[src/rtl/riscv_pkg.sv]
// Shared types and encodings for the RISC-V pipeline sequencing controller.
package riscv_pkg;

  localparam int RIDX_W = 5;

  localparam logic [6:0] OPC_R    = 7'b0110011;
  localparam logic [6:0] OPC_I    = 7'b0010011;
  localparam logic [6:0] OPC_S    = 7'b0100011;
  localparam logic [6:0] OPC_B    = 7'b1100011;
  localparam logic [6:0] OPC_U    = 7'b0110111;
  localparam logic [6:0] OPC_J    = 7'b1101111;
  localparam logic [6:0] OPC_LOAD = 7'b0000011;

  localparam logic [1:0] FWD_GPR = 2'd0;
  localparam logic [1:0] FWD_EXM = 2'd1;
  localparam logic [1:0] FWD_MWB = 2'd2;

  typedef enum logic [1:0] {ST_RUN, ST_STALL, ST_FLUSH} ctrl_state_e;

  typedef struct packed {
    logic              v;
    logic [RIDX_W-1:0] rd;
    logic              ld;
  } trk_entry_t;

  localparam trk_entry_t TRK_BUBBLE = '0;

endpackage

[src/rtl/riscv_hazard_unit.sv]
// Compares decode source registers against the EX/MEM tracker entries:
// load-use hazard detect and forwarding select generation.
module riscv_hazard_unit
  import riscv_pkg::*;
#(
  parameter int REG_W = RIDX_W
) (
  input  logic             dec_valid,
  input  logic [REG_W-1:0] dec_rs1,
  input  logic [REG_W-1:0] dec_rs2,
  input  logic             dec_use_rs1,
  input  logic             dec_use_rs2,
  input  trk_entry_t       ex_ent,
  input  trk_entry_t       mem_ent,
  output logic             hazard,
  output logic [1:0]       fwd_a,
  output logic [1:0]       fwd_b
);

  // Entries only carry v=1 for rd!=0, so x0 never matches.
  function automatic logic [1:0] fwd_sel(input logic use_rs, input logic [REG_W-1:0] rs,
                                         input trk_entry_t ex_e, input trk_entry_t mem_e);
    logic [1:0] sel;
    sel = FWD_GPR;
    if (use_rs) begin
      if (ex_e.v && !ex_e.ld && rs == ex_e.rd)
        sel = FWD_EXM;
      else if (mem_e.v && rs == mem_e.rd)
        sel = FWD_MWB;
    end
    return sel;
  endfunction

  logic rs1_ld_hit, rs2_ld_hit;

  always_comb begin
    rs1_ld_hit = dec_use_rs1 && ex_ent.v && ex_ent.ld && dec_rs1 == ex_ent.rd;
    rs2_ld_hit = dec_use_rs2 && ex_ent.v && ex_ent.ld && dec_rs2 == ex_ent.rd;
    hazard     = dec_valid && (rs1_ld_hit || rs2_ld_hit);
    fwd_a      = fwd_sel(dec_use_rs1, dec_rs1, ex_ent, mem_ent);
    fwd_b      = fwd_sel(dec_use_rs2, dec_rs2, ex_ent, mem_ent);
  end

endmodule

[src/rtl/riscv_pipeline_ctrl.sv]
// 5-stage pipeline sequencer: stall/flush FSM, destination tracker shift,
// registered forwarding selects and writeback enable.
module riscv_pipeline_ctrl
  import riscv_pkg::*;
#(
  parameter int REG_W        = RIDX_W,
  parameter int FLUSH_CYCLES = 2
) (
  input  logic             clk,
  input  logic             rst,
  input  logic             dec_valid,
  input  logic [REG_W-1:0] dec_rs1,
  input  logic [REG_W-1:0] dec_rs2,
  input  logic             dec_use_rs1,
  input  logic             dec_use_rs2,
  input  logic [REG_W-1:0] dec_rd,
  input  logic             dec_wr_rd,
  input  logic             dec_is_load,
  input  logic             ex_redirect,
  output logic             fetch_en,
  output logic             decode_en,
  output logic             flush,
  output logic [1:0]       fwd_a_sel,
  output logic [1:0]       fwd_b_sel,
  output logic             wb_en,
  output logic [REG_W-1:0] wb_rd
);

  localparam int CNT_W = $clog2(FLUSH_CYCLES + 1);
  localparam logic [CNT_W-1:0] CNT_LOAD = CNT_W'(FLUSH_CYCLES);
  localparam logic [CNT_W-1:0] CNT_LAST = CNT_W'(1);

  ctrl_state_e      state, state_n;
  logic [CNT_W-1:0] cnt, cnt_n;
  trk_entry_t       ex_ent, mem_ent, wb_ent, dec_ent;
  logic             hazard, issue;
  logic [1:0]       hz_fwd_a, hz_fwd_b;

  riscv_hazard_unit #(.REG_W(REG_W)) u_hazard (
    .dec_valid   (dec_valid),
    .dec_rs1     (dec_rs1),
    .dec_rs2     (dec_rs2),
    .dec_use_rs1 (dec_use_rs1),
    .dec_use_rs2 (dec_use_rs2),
    .ex_ent      (ex_ent),
    .mem_ent     (mem_ent),
    .hazard      (hazard),
    .fwd_a       (hz_fwd_a),
    .fwd_b       (hz_fwd_b)
  );

  // The redirect cycle itself also suppresses issue: decode then holds a
  // wrong-path instruction. flush marks the FLUSH_CYCLES cycles that follow.
  always_comb begin
    state_n   = state;
    cnt_n     = cnt;
    fetch_en  = 1'b1;
    decode_en = 1'b1;
    flush     = 1'b0;
    case (state)
      ST_RUN: begin
        if (ex_redirect) begin
          decode_en = 1'b0;
          state_n   = ST_FLUSH;
          cnt_n     = CNT_LOAD;
        end else if (hazard) begin
          fetch_en  = 1'b0;
          decode_en = 1'b0;
          state_n   = ST_STALL;
        end
      end
      ST_STALL: begin
        if (ex_redirect) begin
          decode_en = 1'b0;
          state_n   = ST_FLUSH;
          cnt_n     = CNT_LOAD;
        end else begin
          state_n = ST_RUN;
        end
      end
      ST_FLUSH: begin
        decode_en = 1'b0;
        flush     = 1'b1;
        if (ex_redirect)
          cnt_n = CNT_LOAD;
        else if (cnt == CNT_LAST)
          state_n = ST_RUN;
        else
          cnt_n = cnt - CNT_LAST;
      end
      default: state_n = ST_RUN;
    endcase
  end

  always_comb begin
    issue      = dec_valid && decode_en && !flush;
    dec_ent.v  = dec_wr_rd && (dec_rd != '0);
    dec_ent.rd = dec_ent.v ? dec_rd : '0;
    dec_ent.ld = dec_ent.v && dec_is_load;
  end

  always_ff @(posedge clk) begin
    if (!rst) begin
      state     <= ST_RUN;
      cnt       <= '0;
      ex_ent    <= TRK_BUBBLE;
      mem_ent   <= TRK_BUBBLE;
      wb_ent    <= TRK_BUBBLE;
      fwd_a_sel <= FWD_GPR;
      fwd_b_sel <= FWD_GPR;
    end else begin
      state     <= state_n;
      cnt       <= cnt_n;
      ex_ent    <= issue ? dec_ent : TRK_BUBBLE;
      mem_ent   <= ex_ent;
      wb_ent    <= mem_ent;
      fwd_a_sel <= issue ? hz_fwd_a : FWD_GPR;
      fwd_b_sel <= issue ? hz_fwd_b : FWD_GPR;
    end
  end

  assign wb_en = wb_ent.v;
  assign wb_rd = wb_ent.rd;

endmodule

[config.mk]
export PLATFORM = sky130hd
export DESIGN_NAME = riscv_pipeline_ctrl
export DESIGN_NICKNAME = d
export VERILOG_FILES = /design/src/rtl/riscv_pkg.sv /design/src/rtl/riscv_hazard_unit.sv /design/src/rtl/riscv_pipeline_ctrl.sv
export SDC_FILE = /design/constraint.sdc
export NUM_CORES = 1
export LEC_CHECK = 0
export BUFFER_PORTS_ARGS = -buffer_cell sky130_fd_sc_hd__buf_2
export CAP_MARGIN = 20
export CORE_MARGIN = 10
export CORE_UTILIZATION = 30
export DETAILED_ROUTE_END_ITERATION = 8
export GPL_TIMING_DRIVEN = 0
export RECOVER_POWER = 25
export SLEW_MARGIN = 30
export SYNTH_ARGS = -nofsm -noshare
export SYNTH_HDL_FRONTEND = slang
export SYNTH_HIERARCHICAL = 1
export SYNTH_SLANG_ARGS = --single-unit
[constraint.sdc]
create_clock -name clk -period 3.75 [get_ports clk]
set_clock_uncertainty 0.2 [all_clocks]
set_input_delay 0.5625 -clock clk [delete_from_list [all_inputs] [get_ports clk]]
set_output_delay 0.5625 -clock clk [all_outputs]
set_load 0.1 [all_outputs]
---- Yosys cells after proc, flatten, opt, wreduce, memory -nomap -nowiden ----
Cells that the tools add are included.
storage, ports and cells
  output and inout bits ................... 13
  flip-flop bits (word level) ............. 27
cells by class
  add/sub/neg operators ................... 1
  multiplexer cells ....................... 21
  reductions and logical operators ........ 31
  eq/ne operators ......................... 12
  bitwise operators ....................... 4
operators with widths
  kind                 count
  $eq 5x5->1           4
  $mux 2               10
  $logic_and 1x1->1    16
  $reduce_and 3->1     5
  $mux 1               8
  $reduce_or 4->1      2
  $ne 3x3->1 const B   2
  $pmux 2 s3           1
  $reduce_bool 5->1    1
  $eq 2x1->1 const B   2
  $ne 2x2->1 const B   2
  $not 1->1            4
  $pmux 2 s2           1
  $pmux 1 s3           1
  $eq 2x2->1 const B   1
  $logic_not 1->1      2
  $logic_not 2->1      1
  $ne 2x1->1 const B   1
  $reduce_and 2->1     1
  $reduce_bool 2->1    1
  $reduce_or 2->1      1
  $sub 2x1->2 const B  1
  $logic_or 1x1->1     1

---- Longest topological paths before layout ----
  depth after elaboration ................. 12
  gate-level depth with buffers ........... 8
  mapped depth without buffers ............ 7

---- Cells and area by module ----
Netlist, hierarchy kept.
by module, submodules not included
  module               area an instance (um^2)  cells an instance  instances  seq. area each (um^2)
  riscv_pipeline_ctrl  900.9                    77                 1          560.5
  riscv_hazard_unit    295.3                    40                 1          0.0

---- Least setup slack after synthesis ----
No wires, ideal clock.
  path type ............................... in2out
  start point ............................. input dec_rs2[4]
  end point ............................... output decode_en
  required time ........................... 2.987 ns
  path slack .............................. 0.446 ns
  cell stages on the path ................. 6
  arrival ................................. 2.542 ns
  path buffers ............................ 0
  cell sequence ........................... xnor2_1 -> nand3_1 -> nor2_1 -> o2111a_1 -> o21ba_2 -> nor2_1
on the way
  longest elaborated chain between the ends .. 7
RTL lines
  what               line                       text
  start, declared    riscv_pipeline_ctrl.sv:13  input logic [REG_W-1:0] dec_rs2,
  $eq 5x5->1         riscv_hazard_unit.sv:38    rs2_ld_hit = dec_use_rs2 && ex_ent.v && ex_ent.ld && dec_rs2 == ex_ent.rd;
  $logic_and 1x1->1  riscv_hazard_unit.sv:38
  $logic_or 1x1->1   riscv_hazard_unit.sv:39    hazard = dec_valid && (rs1_ld_hit || rs2_ld_hit);
  $logic_and 1x1->1  riscv_hazard_unit.sv:39
  net hazard         riscv_pipeline_ctrl.sv:36  logic hazard, issue;
  $mux 1             riscv_pipeline_ctrl.sv:66  end else if (hazard) begin
  $mux 1             riscv_pipeline_ctrl.sv:62  if (ex_redirect) begin
  $pmux 1 s3         riscv_pipeline_ctrl.sv:60  case (state)
  end, declared      riscv_pipeline_ctrl.sv:21  output logic decode_en,
The timed path passes the listed nets, and every way through them passes these cells.

---- Worst setup path in the final report ----
  start point ............................. input dec_rs2[3]
  end point ............................... output fetch_en
on the way
  longest elaborated chain between the ends .. 7
RTL lines
  what               line                       text
  $eq 5x5->1         riscv_hazard_unit.sv:38
  $logic_and 1x1->1  riscv_hazard_unit.sv:38
  $logic_or 1x1->1   riscv_hazard_unit.sv:39
  $logic_and 1x1->1  riscv_hazard_unit.sv:39
  net hazard         riscv_pipeline_ctrl.sv:36
  $mux 1             riscv_pipeline_ctrl.sv:66
  $mux 1             riscv_pipeline_ctrl.sv:62
  $mux 1             riscv_pipeline_ctrl.sv:60
  end, declared      riscv_pipeline_ctrl.sv:20  output logic fetch_en,
The timed path passes the listed nets, and every way through them passes these cells.

==> summary.txt <==
Clock network
  • TritonCTS Buffers: 3
  • CTS Sinks: 27
  • Post-CTS Setup Repair Bufs: 0
  • CTS clk-pin slew, worst paths: about 0.080 ns
  • CTS resizes: 0
  • Worst-skew pair later-pin latency: between 0.2 and 0.3 ns
  • CTS tree: yes
  • H-tree depth: 1
  • Clk root buf: clkbuf_8
  • Cts-stage hold buffer count: 0
  • Clk buf depth: 2

Global route
  • Global-route wire length before repair: 4436 um
  • Vias in the first global route: between 1000 and 1500
  • GR Util All Layers: 0.08285
  • Met1 usage: 0.09148
  • M2 GR Usage: 0.1369
  • GR Util met3: 0.04428
  • Initial antenna violation count: 0
  • Most Used Layer, Global Route: met2
  • GR Overflow Total: 0
  • Largest net degree at the start of global routing: 16

Detailed routing
  • Detailed Routing Iterations Pass 1: 4
  • WL per Instance: roughly 14 um
  • DRC: 0
  • Post-DRT Antenna Nets: 0
  • Final WL: around 2800 um
  • Vias/cell: about 4.6
  • Initial DRC Count: 28
  • DR vias: 930

Yosys
  • Mapped cell area: ~1200 um^2
  • Synth Instances: between 100 and 150
  • Syn avg cell area: between 10 and 15 um^2
  • YS warnings: 6
  • Net Count, Synth: ~140

Critical path
  • FF-to-FF Start: ex_ent[3]
  • Critical Path Fanout Max: 2
  • Arr. time, crit path: 2.15 ns
  • CP Capture Type: output pin
  • Req. time, crit path: about 3 ns
  • Cell mode on critical path: buf_2
  • Worst r2r dst: ex_ent[0]
  • Crit Path Class: in2out
  • Worst Setup Start Kind: primary input
  • Ordered list of cells on the worst path: buf_2 > xnor2_1 > nand3_1 > nor2_1 > o2111a_1 > or4b_1 > buf_2
  • Critical Path Start: dec_rs2[3]
  • Critical-path top delay cell: or4b_1
  • FF-to-FF setup slack: ~1.8 ns
  • Crit path largest cell delay: around 0.47 ns
  • FF-to-FF path depth: 8

Pwr
  • Flop pwr share: 0.558
  • Switching share of total power: 0.2563
  • Power Density: roughly 370 nW/um^2
  • Clock Power Share: 0.302
  • Leakage Power: 0.0006650 uW
  • Design internal power: a little under 400 uW
  • Psw: between 100 and 150 uW
  • Logic pwr share: 0.140
  • VDD IR max: roughly 0.00015 V

Timing
  • Final Max Slew Viols: 0
  • Final setup fails: 0
  • Peak Freq: 342.8 MHz
  • Final Cycle Share: 0.7779
  • RSZ-0062 raised after global routing: false
  • Worst rel slew slack: 0.6750
  • Worst-Margin Slew: about 0.49 ns
  • Final setup margin: around 0.83 ns
  • Post-layout min period: 2.917 ns
  • Final Hold Fails: 0
  • TNS Setup: 0 ns

Finish
  • Fill cells: about 400
  • Sequential cell area: 540.5 um^2
  • Share of layout cells above drive strength 1: 0.3377
  • Area delta synth->final: 23.96%
  • # diodes: 0
  • Nets: between 150 and 200
  • Multi-input logic area: roughly 600 um^2

Die
  • Initial core utilization: 0.3148
  • Cell row count: 22
  • Die span in y: between 80 and 90 um
  • Core ar.: approximately 3700 um^2
  • Die Width: 82.45 um
  • IO Count: 36
  • Area of the die: 6797 um^2

Place
  • Detail Placement HPWL: ~2300 um
  • Dpl ws: about 0.8 ns
  • RD Place Congestion: approximately 0.86
  • Port Buffers: 35

Hold path
  • Worst hold-check path type: reg2reg
  • Hold Crit Start: cnt[1]
  • Hold endpoint: cnt[1]
  • Hold path depth: 2

Run status
  • Run status: complete, no violations

Run
  • Max-Cap Viols: 0
through the flow:
stage | total power, uW | hold slack, ns | cells | utilization | cell area, um^2
floorplan | 349.7 | 0.2311 | 115 | - | 1170
CTS | 538.7 | 0.2745 | 202 | 0.3906 | 1451
global route | 557.3 | 0.3094 | 202 | 0.3902 | 1450
detailed placement | 377.3 | 0.2620 | 198 | 0.3781 | 1405
finish | 530.1 | 0.2715 | 202 | 0.3902 | 1450
global placement | 374.5 | 0.2477 | 198 | 0.3781 | 1405
worst max-delay path, delay by kind of cell:
kind                   cells  cell delay [ns]
AO/OA/AOI/OAI              1             0.25
AND/OR/NAND/NOR            3             0.76
XOR/XNOR                   1             0.14
buffers and inverters      2             0.44
worst max-delay path by stage:
| stage | end | slack, ns | depth (start not counted) |
|---|---|---|---|
| floorplan | decode_en | 0.45 | 6 |
| global placement | fetch_en | 0.83 | 7 |
| finish | fetch_en | 0.83 | 7 |
| global route | fetch_en | 0.71 | 6 |
| detailed placement | fetch_en | 0.81 | 7 |
| CTS | fetch_en | 0.80 | 7 |
registers in the layout, summed over array words and instances (netlist names):
name       flops
state          2
fwd_b_sel      2
mem_ent        6
wb_rd          5
fwd_a_sel      2
cnt            2
wb_en          1
ex_ent         7
cell usage in the layout, fill, tap and decap left out, drive strengths merged, types with 2 or more instances in the layout:
| master | n |
|---|---|
| and2 | 19 |
| and3 | 5 |
| buf | 35 |
| inv | 3 |
| and2b | 2 |
| xnor2 | 12 |
| nor2 | 7 |
| clkbuf | 5 |
| nand3 | 5 |
| nand4 | 2 |
| o2111a | 2 |
| nor4 | 3 |
| xor2 | 8 |
| a21oi | 4 |
| nand2 | 3 |
| dfxtp | 27 |
routing by layer:
layer,share of wire,wire length (um)
met1,0.42,1153
met2,0.44,1214
met3,0.13,366
met4,0.0073,20
met5,0,0
cell type report:
type                            instances  area share
Tap cell                               48     0.04142
Buffer                                  2     0.01035
Inverter                                3    0.007765
Multi-Input combinational cell         83      0.4159
Clock buffer                            3     0.02847
Clock inverter                          1    0.003451
Timing Repair Buffer                   35      0.1199
Sequential cell                        27      0.3727
power by group through the flow:
| stage | clock, uW | combinational (uW) | sequential, uW |
|---|---|---|---|
| global placement | 0 | 72.4 | 302 |
| finish | 160 | 74.1 | 296 |
| global route | 180 | 80.7 | 297 |
| detailed placement | 0 | 74.9 | 302 |
| CTS | 168 | 75.1 | 296 |
| floorplan | 0 | 45.3 | 304 |
Note: power is estimated with default switching activity, not from simulation.
